**src/rtl/dmem_arbiter_if.sv**
```systemverilog
// Bus bundle between the data-memory arbiter, its two requesters and the memory.
// slave = arbiter side, master = requester/memory side.
interface dmem_arbiter_if #(
    parameter int AW = 5,
    parameter int DW = 8
);
    logic          cpu_req;
    logic          cpu_we;
    logic [AW-1:0] cpu_addr;
    logic [DW-1:0] cpu_wdata;
    logic          cpu_gnt;
    logic          cpu_rvalid;

    logic          ld_req;
    logic          ld_we;
    logic [AW-1:0] ld_base;
    logic [AW:0]   ld_len;
    logic [DW-1:0] ld_wdata;
    logic          ld_gnt;
    logic          ld_rvalid;
    logic          ld_done;
    logic          busy;

    logic          mem_en;
    logic          mem_we;
    logic [AW-1:0] mem_addr;
    logic [DW-1:0] mem_din;
    logic [DW-1:0] mem_dout;
    logic [DW-1:0] rdata;

    modport slave (
        input  cpu_req, cpu_we, cpu_addr, cpu_wdata,
        input  ld_req, ld_we, ld_base, ld_len, ld_wdata,
        input  mem_dout,
        output cpu_gnt, cpu_rvalid,
        output ld_gnt, ld_rvalid, ld_done, busy,
        output mem_en, mem_we, mem_addr, mem_din, rdata
    );

    modport master (
        output cpu_req, cpu_we, cpu_addr, cpu_wdata,
        output ld_req, ld_we, ld_base, ld_len, ld_wdata,
        output mem_dout,
        input  cpu_gnt, cpu_rvalid,
        input  ld_gnt, ld_rvalid, ld_done, busy,
        input  mem_en, mem_we, mem_addr, mem_din, rdata
    );
endinterface

```
**src/rtl/dmem_arbiter.sv**
```systemverilog
// Data-memory arbiter: CPU has fixed priority, loader bursts advance beat by beat.
// Optional ARB_STARVE_GUARD_EN forces a loader beat after MAX_WAIT blocked cycles.
module dmem_arbiter #(
    parameter int AW       = 5,
    parameter int DW       = 8,
    parameter int MAX_WAIT = 4
) (
    input  logic           clk,
    input  logic           rst,
    dmem_arbiter_if.slave  bus
);
    typedef enum logic [1:0] {
        S_IDLE  = 2'd0,
        S_BURST = 2'd1,
        S_DONE  = 2'd2
    } state_t;

    localparam logic [AW:0] MAX_LEN = {1'b1, {AW{1'b0}}};
    localparam int          WAIT_W  = $clog2(MAX_WAIT + 1);

    state_t        state_q, state_d;
    logic [AW-1:0] ptr_q, ptr_d;
    logic [AW:0]   cnt_q, cnt_d;
    logic          we_q, we_d;
    logic          cpu_rvalid_q, cpu_rvalid_d;
    logic          ld_rvalid_q, ld_rvalid_d;

    logic [AW:0]     len_clamped;
    logic            cpu_gnt, ld_gnt, force_ld;
    logic [WAIT_W-1:0] wait_cnt;
    logic            mem_en, mem_we;
    logic [AW-1:0]   mem_addr;
    logic [DW-1:0]   mem_din;

`ifdef ARB_STARVE_GUARD_EN
    logic [WAIT_W-1:0] wait_cnt_q, wait_cnt_d;

    always_comb begin
        wait_cnt_d = wait_cnt_q;
        if (state_q != S_BURST || ld_gnt)
            wait_cnt_d = '0;
        else if (bus.cpu_req)
            wait_cnt_d = wait_cnt_q + WAIT_W'(1);
    end

    always_ff @(posedge clk or negedge rst) begin
        if (!rst) wait_cnt_q <= '0;
        else      wait_cnt_q <= wait_cnt_d;
    end

    assign wait_cnt = wait_cnt_q;
`else
    // No counter: tied low, so the guard comparison below never fires.
    assign wait_cnt = '0;
`endif

    // Grants and memory drive are purely combinational; reset masks the CPU path.
    always_comb begin
        len_clamped = (bus.ld_len > MAX_LEN) ? MAX_LEN : bus.ld_len;
        force_ld    = (state_q == S_BURST) && (wait_cnt == WAIT_W'(MAX_WAIT));
        cpu_gnt     = rst && bus.cpu_req && !force_ld;
        ld_gnt      = rst && (state_q == S_BURST) && (!bus.cpu_req || force_ld);

        mem_en   = 1'b0;
        mem_we   = 1'b0;
        mem_addr = '0;
        mem_din  = {DW{1'b0}};
        if (cpu_gnt) begin
            mem_en   = 1'b1;
            mem_we   = bus.cpu_we;
            mem_addr = bus.cpu_addr;
            mem_din  = bus.cpu_wdata;
        end else if (ld_gnt) begin
            mem_en   = 1'b1;
            mem_we   = we_q;
            mem_addr = ptr_q;
            mem_din  = bus.ld_wdata;
        end
    end

    always_comb begin
        state_d      = state_q;
        ptr_d        = ptr_q;
        cnt_d        = cnt_q;
        we_d         = we_q;
        cpu_rvalid_d = cpu_gnt && !bus.cpu_we;
        ld_rvalid_d  = ld_gnt && !we_q;

        case (state_q)
            S_IDLE: begin
                if (bus.ld_req) begin
                    we_d    = bus.ld_we;
                    ptr_d   = bus.ld_base;
                    cnt_d   = len_clamped;
                    state_d = (len_clamped == '0) ? S_DONE : S_BURST;
                end
            end
            S_BURST: begin
                if (ld_gnt) begin
                    ptr_d = ptr_q + AW'(1);
                    cnt_d = cnt_q - (AW+1)'(1);
                    if (cnt_q == (AW+1)'(1))
                        state_d = S_DONE;
                end
            end
            S_DONE:  state_d = S_IDLE;
            default: state_d = S_IDLE;
        endcase
    end

    always_ff @(posedge clk or negedge rst) begin
        if (!rst) begin
            state_q      <= S_IDLE;
            ptr_q        <= '0;
            cnt_q        <= '0;
            we_q         <= 1'b0;
            cpu_rvalid_q <= 1'b0;
            ld_rvalid_q  <= 1'b0;
        end else begin
            state_q      <= state_d;
            ptr_q        <= ptr_d;
            cnt_q        <= cnt_d;
            we_q         <= we_d;
            cpu_rvalid_q <= cpu_rvalid_d;
            ld_rvalid_q  <= ld_rvalid_d;
        end
    end

    assign bus.cpu_gnt    = cpu_gnt;
    assign bus.cpu_rvalid = cpu_rvalid_q;
    assign bus.ld_gnt     = ld_gnt;
    assign bus.ld_rvalid  = ld_rvalid_q;
    assign bus.ld_done    = (state_q == S_DONE);
    assign bus.busy       = (state_q != S_IDLE);
    assign bus.mem_en     = mem_en;
    assign bus.mem_we     = mem_we;
    assign bus.mem_addr   = mem_addr;
    assign bus.mem_din    = mem_din;
    assign bus.rdata      = bus.mem_dout;
endmodule

```
**src/flat_wrapper.sv**
```systemverilog
// flat-port wrapper written by rule: the top's interface ports become plain ports
module dmem_arbiter_flat 
#(
    parameter int AW       = 5,
    parameter int DW       = 8,
    parameter int MAX_WAIT = 4
)
  (clk, rst, bus_cpu_req, bus_cpu_we, bus_cpu_addr, bus_cpu_wdata, bus_ld_req, bus_ld_we, bus_ld_base, bus_ld_len, bus_ld_wdata, bus_mem_dout, bus_cpu_gnt, bus_cpu_rvalid, bus_ld_gnt, bus_ld_rvalid, bus_ld_done, bus_busy, bus_mem_en, bus_mem_we, bus_mem_addr, bus_mem_din, bus_rdata);
  dmem_arbiter_if #(.AW(AW), .DW(DW)) bus_i ();
  input  logic clk;
  input  logic rst;
  input wire logic [$bits(bus_i.cpu_req)-1:0] bus_cpu_req;
  input wire logic [$bits(bus_i.cpu_we)-1:0] bus_cpu_we;
  input wire logic [$bits(bus_i.cpu_addr)-1:0] bus_cpu_addr;
  input wire logic [$bits(bus_i.cpu_wdata)-1:0] bus_cpu_wdata;
  input wire logic [$bits(bus_i.ld_req)-1:0] bus_ld_req;
  input wire logic [$bits(bus_i.ld_we)-1:0] bus_ld_we;
  input wire logic [$bits(bus_i.ld_base)-1:0] bus_ld_base;
  input wire logic [$bits(bus_i.ld_len)-1:0] bus_ld_len;
  input wire logic [$bits(bus_i.ld_wdata)-1:0] bus_ld_wdata;
  input wire logic [$bits(bus_i.mem_dout)-1:0] bus_mem_dout;
  output wire logic [$bits(bus_i.cpu_gnt)-1:0] bus_cpu_gnt;
  output wire logic [$bits(bus_i.cpu_rvalid)-1:0] bus_cpu_rvalid;
  output wire logic [$bits(bus_i.ld_gnt)-1:0] bus_ld_gnt;
  output wire logic [$bits(bus_i.ld_rvalid)-1:0] bus_ld_rvalid;
  output wire logic [$bits(bus_i.ld_done)-1:0] bus_ld_done;
  output wire logic [$bits(bus_i.busy)-1:0] bus_busy;
  output wire logic [$bits(bus_i.mem_en)-1:0] bus_mem_en;
  output wire logic [$bits(bus_i.mem_we)-1:0] bus_mem_we;
  output wire logic [$bits(bus_i.mem_addr)-1:0] bus_mem_addr;
  output wire logic [$bits(bus_i.mem_din)-1:0] bus_mem_din;
  output wire logic [$bits(bus_i.rdata)-1:0] bus_rdata;
  assign bus_i.cpu_req = bus_cpu_req;
  assign bus_i.cpu_we = bus_cpu_we;
  assign bus_i.cpu_addr = bus_cpu_addr;
  assign bus_i.cpu_wdata = bus_cpu_wdata;
  assign bus_i.ld_req = bus_ld_req;
  assign bus_i.ld_we = bus_ld_we;
  assign bus_i.ld_base = bus_ld_base;
  assign bus_i.ld_len = bus_ld_len;
  assign bus_i.ld_wdata = bus_ld_wdata;
  assign bus_i.mem_dout = bus_mem_dout;
  assign bus_cpu_gnt = bus_i.cpu_gnt;
  assign bus_cpu_rvalid = bus_i.cpu_rvalid;
  assign bus_ld_gnt = bus_i.ld_gnt;
  assign bus_ld_rvalid = bus_i.ld_rvalid;
  assign bus_ld_done = bus_i.ld_done;
  assign bus_busy = bus_i.busy;
  assign bus_mem_en = bus_i.mem_en;
  assign bus_mem_we = bus_i.mem_we;
  assign bus_mem_addr = bus_i.mem_addr;
  assign bus_mem_din = bus_i.mem_din;
  assign bus_rdata = bus_i.rdata;
  dmem_arbiter #(.AW(AW), .DW(DW), .MAX_WAIT(MAX_WAIT)) u_core (.clk(clk), .rst(rst), .bus(bus_i));
endmodule
```
**config.mk**
```make
export PLATFORM = sky130hd
export DESIGN_NAME = dmem_arbiter_flat
export DESIGN_NICKNAME = d
export VERILOG_FILES = /design/src/rtl/dmem_arbiter_if.sv /design/src/rtl/dmem_arbiter.sv /design/src/flat_wrapper.sv
export SDC_FILE = /design/constraint.sdc
export NUM_CORES = 1
export LEC_CHECK = 0
export CAP_MARGIN = 20
export CORE_MARGIN = 2
export CORE_UTILIZATION = 38
export DETAILED_ROUTE_END_ITERATION = 6
export GPL_ROUTABILITY_DRIVEN = 0
export HOLD_SLACK_MARGIN = 0.08
export PLACE_DENSITY = 0.87
export SLEW_MARGIN = 20
export SYNTH_ARGS = -nofsm -noshare
export SYNTH_HDL_FRONTEND = slang
export SYNTH_SLANG_ARGS = --single-unit
```
**constraint.sdc**
```tcl
create_clock -name clk -period 2.15 [get_ports clk]
set_input_delay 0.645 -clock clk [delete_from_list [all_inputs] [get_ports clk]]
set_output_delay 0.645 -clock clk [all_outputs]
set_load 0.01 [all_outputs]
```
# Yosys cells after proc, flatten, opt, wreduce, memory -nomap -nowiden
# Index checks and enable logic that the tools add are counted.
# word_totals
wordCells	50
ff_bits	16
out_inout_bits	29
in_bits	46
# classes
add_sub_neg	2
n_eq_ne	6
mux	20
reduce_logical	15
magnitude_cmp	1
# ops
op	n
$mux 5	4
$mux 6	3
$mux 8	2
$pmux 6 s2	1
$pmux 5 s2	1
$mux 2	4
$eq 6x1->1 const B	1
$gt 6x6->1 const B	1
$logic_not 6->1	1
$reduce_and 3->1	2
$sub 6x1->6 const B	1
$add 5x1->5 const B	1
$logic_and 1x1->1	5
$mux 1	4
$ne 2x2->1 const B	2
$pmux 2 s2	1
$reduce_bool 2->1	2
$logic_not 1->1	3
$eq 2x1->1 const B	1
$eq 2x2->1 const B	1
$logic_not 2->1	1
$ne 2x1->1 const B	1
$reduce_and 2->1	1

# Logic depth before layout (Yosys ltp)
# Gate-level depths: netlist of run 1.
# logic_depth
depth_word	6
ltp_mapped	6
depth_no_buf	5

# Worst setup path after synthesis of run 1
# Ideal clock, no wire load.
# synth_path
kind	in2out
start	input bus_cpu_req
end	output bus_mem_addr[0]
n_path_buf	1
required_time_ps	1505
path_stages	4
path_slack_ps	147
arrival_time_ps	1358
cell_sequence	nand4bb_4 inv_4 buf_4 a22o_1
# synth_between
elab_chain_len	4
word_cells_on_any_way	5
cone_classes	2 x mux; 3 x reduce/logical
# synth_lines
item	line	source
from (decl)	flat_wrapper.sv:12	input wire logic [$bits(bus_i.cpu_req)-1:0] bus_cpu_req;
$logic_not 1->1	dmem_arbiter.sv:62	ld_gnt = rst && (state_q == S_BURST) && (!bus.cpu_req || force_ld);
$logic_and 1x1->1	dmem_arbiter.sv:62	
via bus_ld_gnt	flat_wrapper.sv:24	output wire logic [$bits(bus_i.ld_gnt)-1:0] bus_ld_gnt;
$mux 5	dmem_arbiter.sv:73	end else if (ld_gnt) begin
$mux 5	dmem_arbiter.sv:68	if (cpu_gnt) begin
to (decl)	flat_wrapper.sv:30	output wire logic [$bits(bus_i.mem_addr)-1:0] bus_mem_addr;
# The timed path passes the listed nets, and every way through them passes these cells.

# Worst setup path in the final report of run 1
# layout_path
start	register u_core.state_q[0]
end	output bus_mem_din[4]
# layout_between
elab_chain_len	5
# layout_lines
item	line	source
from (decl)	dmem_arbiter.sv:21	state_t state_q, state_d;
from (signal assigned)	dmem_arbiter.sv:120	state_q <= state_d;
$eq 2x1->1	-	
$logic_and 1x1->1 (2 in a row)	dmem_arbiter.sv:62	
$mux 8	dmem_arbiter.sv:73	
$mux 8	dmem_arbiter.sv:68	
to (decl)	flat_wrapper.sv:31	output wire logic [$bits(bus_i.mem_din)-1:0] bus_mem_din;
# Every way passes these cells.

==> flow_metrics.py, run 1 <==
metrics = {
    "status": {
        "status": "finished with violations",
        "violations": "setup timing",
    },
    "clock_tree": {
        "cts_max_level": 1,
        "cts_tree": "built",
        "path_clk_slew_ns": 0.10,
        "cts_root_buf": "clkbuf_4",
        "insertion_delay_ns": 0.30,
        "cts_sinks": 16,
        "clock_path_buffers": 2,
        "cts_buffers": 3,
    },
    "timing": {
        "fin_tns_setup_ns": -0.190,
        "tightest_slew_ns": 0.645,
        "setup_ws_ns": -0.0835,
        "slew_violations": 0,
        "clock_skew_ns": 0.00504,
        "finalHoldWorstSlack_ns": 0.240,
        "rsz0062_at_grt": "true",
        "min_period_ns": 2.23,
        "hold_viol_final": 0,
        "max_slew_margin_pct": 57.0,
        "period_share_pct": 104,
        "clock.fmax_ghz": 0.448,
        "finalSetupViolCount": 6,
    },
    "worst_hold_path": {
        "hold_class": "input port to asynchronous set/reset pin",
    },
    "critical_path": {
        "r2r_end": "u_core.cnt_q[1]",
        "crit_type": "flip-flop to primary output",
        "cp.required_ns": 1.50,
        "path_max_fanout": 4,
        "crit_chain": "buf_6 -> nand4bb_4 -> inv_4 -> buf_6 -> buf_6 -> a22o_1 -> buf_2",
        "r2r_start": "u_core.state_q[0]",
        "arrival_ns": 1.59,
        "r2r_cells": 9,
        "critPathMostFrequentCell": "buf_6",
        "cp_top_family": "buffers and inverters",
        "crit_buf_inv": 5,
        "startpoint_type": "flip-flop",
        "cp_slowest_stage_delay_ns": 0.42,
        "cpMaxStageDelayCell": "dfrtp_1",
        "reg2reg_slack_ns": 0.32,
        "critPathLaunch": "u_core.state_q[0]",
        "endpoint_kind": "primary output",
    },
    "floorplan": {
        "num_rows": 21,
        "start_util_pct": 39.3,
        "die_w_um": 62.5,
        "io_pins": 75,
        "core_sq_um": 3310,
        "dieArea_sq_um": 3910,
        "die_h_um": 62.5,
    },
    "finish": {
        "seqCellArea_sq_um": 400,
        "drive_gt1_share_pct": 28.4,
        "multi_input_area_sq_um": 742,
        "area_delta_synth_final_pct": 54.2,
        "diodes": 0,
        "fillers": 275,
        "nets": 248,
        "instances_no_fill": 243,
    },
    "synth": {
        "synthArstFlopShare_pct": 100,
        "synth_top_cell_by_area": "dfrtp_1",
        "avgSynthCellArea_sq_um": 10.0,
        "ys_ff_latch": 16,
        "yosysMostFrequentCell": "dfrtp_1",
        "syn_nets": 179,
        "synth-edff-count": 0,
        "syn-cell-area_sq_um": 1300,
        "synthTopCellsByCount": "16 x dfrtp_1, 14 x a22o_1, 11 x buf_4, 7 x o22ai_1, 7 x o2bb2ai_1",
        "ys_warn_count": 0,
        "postSynthCellCount": 130,
        "synthDistinctLibCells": 46,
        "synth_ff_type": "dfrtp_1",
        "synth_area_leaders": "dfrtp_1 31%, a22o_1 9.4%, buf_4 6.3%, o2bb2ai_1 4.7%, o22ai_1 3.4%",
        "yosys.area.top_type_share_pct": 30.8,
        "ys_seq_area_share_pct": 30.8,
    },
    "power": {
        "p_leak_nw": 0.906,
        "powerDensity_nw_per_um2": 1010,
        "pwr-share-comb_pct": 62.5,
        "max-vdd-ir-drop_uv": 411,
        "p_total_mw": 2.03,
        "p_clk_share_pct": 8.6,
        "p_int_mw": 1.16,
        "p_switching_uw": 869,
        "seq_power_share_pct": 28.9,
        "switching_share_pct": 42.7,
    },
    "global_route": {
        "antenna_found_initial": 0,
        "grt_pass1_vias": 1345,
        "grt_usage_pct": 21.7,
        "grt_pass1_wl_mm": 6.76,
        "overflow": 0,
        "grt_start_max_net_pins": 17,
    },
    "detailed_routing": {
        "drc": 0,
        "drt_first_pass_iters": 4,
        "drt_first_iter_violations": 108,
        "ant_nets": 0,
        "routed_wl_mm": 4.28,
        "vias_per_cell": 5.74,
        "wl_per_cell_um": 17.6,
        "vias": 1394,
    },
    "run": {
        "maxCapViolCount": 0,
    },
    "placed_design": {
        "placed_cells": 229,
        "io_buffers": 58,
        "dpl.hpwl_mm": 3.09,
    },
}
-- power by group through the flow --
stage	logic (mW)	clock network (mW)	registers [mW]
floorplan	0.832	0	0.543
global placement	1.12	0	0.576
detailed placement	1.18	0	0.587
CTS	1.24	0.176	0.577
global route	1.36	0.192	0.603
finish	1.27	0.175	0.587
-- stage by stage --
stage / area [sq um] / utilization, % / setup slack, ns
3_5_place_dp: 1910 / 57.8 / -0.785
4_1_cts: 1990 / 60.1 / -0.0895
6_report: 2010 / 60.6 / -0.0835
3_3_place_gp: 1910 / 57.8 / -0.747
5_1_grt: 2010 / 60.6 / -0.137
2_1_floorplan: 1300 / - / 0.147
-- how the worst max path moves through the flow --
stage                           end  slack, ns  cells past startpoint
floorplan           bus_mem_addr[0]       0.15                      4
global placement         bus_mem_we      -0.75                      5
detailed placement   bus_mem_din[7]      -0.78                      5
CTS                 bus_mem_addr[2]      -0.09                      7
global route         bus_mem_din[4]      -0.14                      7
finish               bus_mem_din[4]      -0.08                      7
-- layer usage --
layer | global-route usage (%) | routed length [um]
met2 | 36.8 | 2100
met4 | 9.72 | 151
met5 | 0 | 0
met3 | 3.96 | 266
met1 | 26.8 | 1770
-- cell type report --
class / count / share of cell area, %
timing repair buffer: 81 / 37.1
clock buffer: 3 / 1.12
multi-input combinational: 89 / 37.0
sequential: 16 / 20.0
inverter: 7 / 1.68
timing repair inverter: 1 / 0.312
tap: 46 / 2.87
-- sequential cells by signal (all words and copies together), names as in the netlist --
signal                 flops
u_core.bus.cpu_rvalid      1
u_core.we_q                1
u_core.bus.ld_rvalid       1
u_core.cnt_q               6
u_core.ptr_q               5
u_core.state_q             2
-- what timing repair did --
| item | 4_1_cts | 5_1_grt |
|---|---|---|
| setup endpoints to repair | 19 | 16 |
| endpoints found under the hold margin | 0 | 0 |
| resized for setup | 83 | 4 |
| gates cloned | 1 | 0 |
| setup buffers | 10 | 0 |
| hold buffers | 0 | 0 |
| pin swaps | 10 | 8 |
-- cells in the final DEF (no fill, tap or decap), types with 2 or more instances in the layout --
master and instances:
nand2_1 4, buf_4 14, a22oi_1 4, inv_1 6, o22ai_1 7, a22o_1 14
nand2b_1 3, buf_2 12, buf_12 2, nand3_1 3, buf_6 11, o21ai_0 2
dfrtp_1 16, nor4bb_1 2, nor3b_1 3, dlygate4sd2_1 4, clkdlybuf4s50_1 37, nor2_1 2
mux2i_1 4, ha_1 3, nor2b_1 4, and3_1 2, clkbuf_4 3, o2bb2ai_1 7
nor4_1 2
-- cell families after synthesis --
family                     after synthesis  synth area share (%)
DFF                                     16                  30.8
muxes                                    5                  4.23
AOI/OAI and AO/OA                       43                  26.4
and+or+nand+nor                         38                  23.1
adders and majority gates                3                  2.88
buffers and inverters                   25                  12.6
(Power assumes the default switching activity.)
==> inputs of run 2 (changes only) <==
==> constraint.sdc (replaced) <==
create_clock -name clk -period 2.5 [get_ports clk]
set_input_delay 0.75 -clock clk [delete_from_list [all_inputs] [get_ports clk]]
set_output_delay 0.75 -clock clk [all_outputs]
set_load 0.01 [all_outputs]
==> flow_metrics.py, run 2 (synthesized netlist as in run 1, its figures left out) <==
metrics = {
    "critical_path": {
        "crit_type": "input port to primary output",
        "r2r_start": "u_core.state_q[0]",
        "startpoint_type": "input port",
        "reg2reg_slack_ns": 0.80,
        "cp.required_ns": 1.75,
        "arrival_ns": 1.75,
        "critPathLaunch": "bus_cpu_req",
        "path_max_fanout": 4,
        "r2r_end": "u_core.cnt_q[1]",
        "r2r_cells": 5,
        "endpoint_kind": "primary output",
    },
    "timing": {
        "max_slew_margin_pct": 59.5,
        "clock.fmax_ghz": 0.400,
        "finalHoldWorstSlack_ns": 0.392,
        "min_period_ns": 2.50,
        "finalSetupViolCount": 0,
        "clock_skew_ns": 0.00204,
        "setup_ws_ns": 0.00256,
        "period_share_pct": 99.9,
        "tightest_slew_ns": 0.608,
        "rsz0062_at_grt": "true",
        "hold_viol_final": 0,
        "slew_violations": 0,
        "fin_tns_setup_ns": 0,
    },
    "finish": {
        "largest_register": "u_core.cnt_q",
        "instances_no_fill": 243,
        "final_common_cell": "clkdlybuf4s50_1",
        "largest_registers": "u_core.cnt_q x6, u_core.ptr_q x5, u_core.state_q x2",
        "postLayoutCoreUtil_pct": 60.7,
        "area_delta_synth_final_pct": 54.4,
        "largest_reg_flops": 6,
        "diodes": 0,
        "fin_area_sq_um": 2010,
        "drive_gt1_share_pct": 25.4,
        "nets": 248,
        "final_cell_mix": "40 x clkdlybuf4s50_1, 18 x buf_4, 16 x dfrtp_1, 14 x a22o_1",
    },
    "status": {
        "status": "finished clean",
    },
    "detailed_routing": {
        "wl_per_cell_um": 17.1,
        "vias": 1382,
        "ant_nets": 0,
        "drt_first_iter_violations": 87,
        "vias_per_cell": 5.69,
        "drc": 0,
        "drt_first_pass_iters": 4,
        "routed_wl_mm": 4.16,
    },
    "clock_tree": {
        "insertion_delay_ns": 0.29,
        "cts_root_buf": "clkbuf_4",
        "clock_path_buffers": 2,
        "cts_sinks": 16,
        "cts_max_level": 1,
        "path_clk_slew_ns": 0.10,
        "hold_buffers": 0,
        "cts_tree": "built",
        "cts_buffers": 3,
    },
    "global_route": {
        "overflow": 0,
        "grt_usage_pct": 20.9,
        "grt_start_max_net_pins": 17,
        "grt_pass1_vias": 1313,
        "antenna_found_initial": 0,
        "grt_pass1_wl_mm": 6.68,
    },
    "placed_design": {
        "dpl.hpwl_mm": 2.92,
        "dp_slack_ns": -0.637,
        "io_buffers": 58,
        "placed_cells": 228,
        "dpl_cell_area_sq_um": 1910,
    },
    "power": {
        "p_switching_uw": 735,
        "p_total_mw": 1.72,
        "max-vdd-ir-drop_uv": 421,
        "p_clk_share_pct": 8.4,
        "switching_share_pct": 42.7,
        "pwr-share-comb_pct": 62.2,
        "powerDensity_nw_per_um2": 858,
        "p_int_uw": 988,
        "seq_power_share_pct": 29.3,
        "p_leak_nw": 0.899,
    },
    "floorplan": {
        "num_rows": 21,
        "start_util_pct": 39.3,
        "core_sq_um": 3310,
        "io_pins": 75,
        "dieArea_sq_um": 3910,
        "die_w_um": 62.5,
        "die_h_um": 62.5,
    },
    "worst_hold_path": {
        "hold_class": "input port to asynchronous set/reset pin",
    },
    "run": {
        "maxCapViolCount": 0,
    },
}
run 2: final cells by class:
type,instances,area (sq um)
clock buffer,3,22.5
sequential,16,400
multi-input combinational,89,737
tap,46,57.6
inverter,7,38.8
timing repair inverter,2,12.5
fill,279,1300
timing repair buffer,80,741
run 2: critical path, stage by stage:
cell       delay (ns)
buf_6            0.10
nand4bb_4        0.27
buf_12           0.19
clkinv_8         0.04
buf_6            0.09
a22o_1           0.16
buf_2            0.14
run 2: routing by layer:
metal  global-route usage, %  routed length, um  up-vias
met5                       0                  0        -
met1                    28.0               1720      680
li1                        -                  -      633
met2                    35.1               2130       61
met3                    3.60                234        8
met4                    5.28                 64        0
run 2: worst max-delay path by stage:
stage,cells past startpoint,to
final,7,bus_mem_din[4]
after global routing,7,bus_mem_din[4]
after CTS,6,bus_mem_din[2]
after detailed placement,5,bus_mem_din[4]
after global placement,5,bus_mem_addr[4]
after floorplan,4,bus_mem_addr[0]
run 2: repair_timing:
item | in CTS | in global routing
gates cloned | 2 | 0
pin swaps | 2 | 3
hold endpoints to repair | 0 | 0
buffers inserted | 10 | 1
endpoints found under the setup margin | 17 | 13
resized for setup | 51 | 8
run 2: power groups by stage:
stage / Combinational, mW / Clock [mW] / Sequential, mW
after floorplan: 0.715 / 0 / 0.467
after global placement: 0.947 / 0 / 0.498
after detailed placement: 0.980 / 0 / 0.510
after CTS: 1.05 / 0.139 / 0.497
after global routing: 1.15 / 0.156 / 0.515
final: 1.07 / 0.145 / 0.506
==> inputs of run 3 (changes only) <==
--- a/config.mk
+++ b/config.mk
@@ -12,7 +12,8 @@
 export GPL_ROUTABILITY_DRIVEN = 0
 export HOLD_SLACK_MARGIN = 0.08
 export PLACE_DENSITY = 0.87
-export SLEW_MARGIN = 20
+export RECOVER_POWER = 50
+export SLEW_MARGIN = 15
 export SYNTH_ARGS = -nofsm -noshare
 export SYNTH_HDL_FRONTEND = slang
 export SYNTH_SLANG_ARGS = --single-unit
==> flow_metrics.py, run 3 (synthesized netlist as in run 1, its figures left out) <==
metrics = {
    "detailed_routing": {
        "drc": 0,
        "wl_per_cell_um": 17.0,
        "routed_wl_mm": 4.13,
        "vias": 1376,
        "ant_nets": 0,
        "drt_first_iter_violations": 88,
        "vias_per_cell": 5.66,
        "drt_first_pass_iters": 4,
    },
    "floorplan": {
        "start_util_pct": 39.3,
        "die_w_um": 62.5,
        "core_sq_um": 3310,
        "io_pins": 75,
        "dieArea_sq_um": 3910,
        "num_rows": 21,
        "die_h_um": 62.5,
    },
    "critical_path": {
        "arrival_ns": 1.75,
        "r2r_cells": 4,
        "path_max_fanout": 4,
        "crit_type": "input port to primary output",
        "cp.required_ns": 1.75,
        "endpoint_kind": "primary output",
        "startpoint_type": "input port",
    },
    "timing": {
        "max_slew_margin_pct": 60.0,
        "clock.fmax_ghz": 0.400,
        "tightest_slew_ns": 0.600,
        "rsz0062_at_grt": "true",
        "slew_violations": 0,
        "setup_ws_ns": -0.00293,
        "hold_viol_final": 0,
        "min_period_ns": 2.50,
        "period_share_pct": 100,
        "clock_skew_ns": 0.00261,
        "finalSetupViolCount": 1,
        "finalHoldWorstSlack_ns": 0.395,
    },
    "finish": {
        "largest_register": "u_core.cnt_q",
        "area_delta_synth_final_pct": 54.1,
        "final_common_cell": "clkdlybuf4s50_1",
        "drive_gt1_share_pct": 24.9,
        "largest_registers": "u_core.cnt_q x6, u_core.ptr_q x5, u_core.state_q x2",
        "largest_reg_flops": 6,
        "final_cell_mix": "40 x clkdlybuf4s50_1, 17 x buf_4, 16 x dfrtp_1, 14 x a22o_1",
        "nets": 248,
        "diodes": 0,
    },
    "clock_tree": {
        "insertion_delay_ns": 0.29,
        "cts_buffers": 3,
        "cts_max_level": 1,
        "hold_buffers": 0,
        "cts_sinks": 16,
        "path_clk_slew_ns": 0.10,
        "cts_tree": "built",
        "clock_path_buffers": 2,
        "cts_root_buf": "clkbuf_4",
    },
    "worst_hold_path": {
        "hold_class": "input port to asynchronous set/reset pin",
    },
    "global_route": {
        "overflow": 0,
        "antenna_found_initial": 0,
        "grt_usage_pct": 20.9,
        "grt_start_max_net_pins": 17,
        "grt_pass1_wl_mm": 6.68,
        "grt_pass1_vias": 1313,
    },
    "power": {
        "max-vdd-ir-drop_uv": 428,
        "powerDensity_nw_per_um2": 855,
        "p_leak_nw": 0.896,
    },
    "run": {
        "maxCapViolCount": 0,
    },
    "placed_design": {
        "dp_slack_ns": -0.637,
        "io_buffers": 58,
        "dpl.hpwl_mm": 2.92,
    },
    "status": {
        "violations": "setup timing",
        "status": "finished with violations",
    },
}
-- run 3: cell count changes in the layout (fill, tap and decap cells not counted), sizes merged --
| cell | change |
|---|---|
| buf | -1 |
| clkbuf | +1 |
-- run 3: through the flow --
| step | cell area [sq um] | utilization [%] | setup TNS [ns] | power (mW) | cells |
|---|---|---|---|---|---|
| after floorplan | 1300 | - | 0 | 1.18 | 130 |
| final | 2010 | 60.6 | -0.00293 | 1.72 | 243 |
| after detailed placement | 1910 | 57.6 | -10.20 | 1.49 | 228 |
| after global placement | 1910 | 57.6 | -9.90 | 1.45 | 228 |
| after CTS | 2020 | 61.0 | 0 | 1.69 | 243 |
| after global routing | 2010 | 60.6 | -0.0490 | 1.82 | 243 |
-- run 3: area by class of cell --
cell class	count	area, sq um
fillers	281	1310
multi-input cells	89	737
repair buffers	80	737
flip-flops and latches	16	400
well taps	46	57.6
inverters	7	38.8
clock buffers	3	22.5
repair inverters	2	12.5
-- run 3: worst paths after layout --
path,slack [ns],startpoint,end
min,0.40,rst,u_core.state_q[1]
min reg2reg,0.48,u_core.we_q,u_core.bus.ld_rvalid
max in group asynchronous,1.63,rst,u_core.ptr_q[0]
min in group clk,0.48,u_core.we_q,u_core.bus.ld_rvalid
max reg2reg,0.80,u_core.state_q[1],u_core.cnt_q[1]
max,-0.003,bus_cpu_req,bus_mem_din[4]
-- run 3: layer usage --
layer | up-vias | part of all wire, % | track usage (%)
li1 | 630 | - | -
met1 | 673 | 41 | 28.0
met2 | 63 | 51 | 35.1
met3 | 10 | 6.1 | 3.60
met4 | 0 | 1.9 | 5.28
met5 | - | 0 | 0
-- run 3: repair_timing --
action / in CTS / in global routing
gates resized for setup: 51 / 8
pin swaps: 2 / 3
gates cloned: 2 / 0
setup buffers: 10 / 1
endpoints found under the setup margin: 17 / 13
-- run 3: critical path, cell delays in order --
cell and delay (ns):
buf_6 0.10, nand4bb_4 0.28, buf_12 0.20, clkinv_8 0.04, buf_6 0.09, a22o_1 0.16, buf_2 0.14
-- run 3: power by group --
group | switching, mW | internal [mW]
combinational | 0.504 | 0.564
clock | 0.0882 | 0.0559
sequential | 0.136 | 0.368
total | 0.729 | 0.987
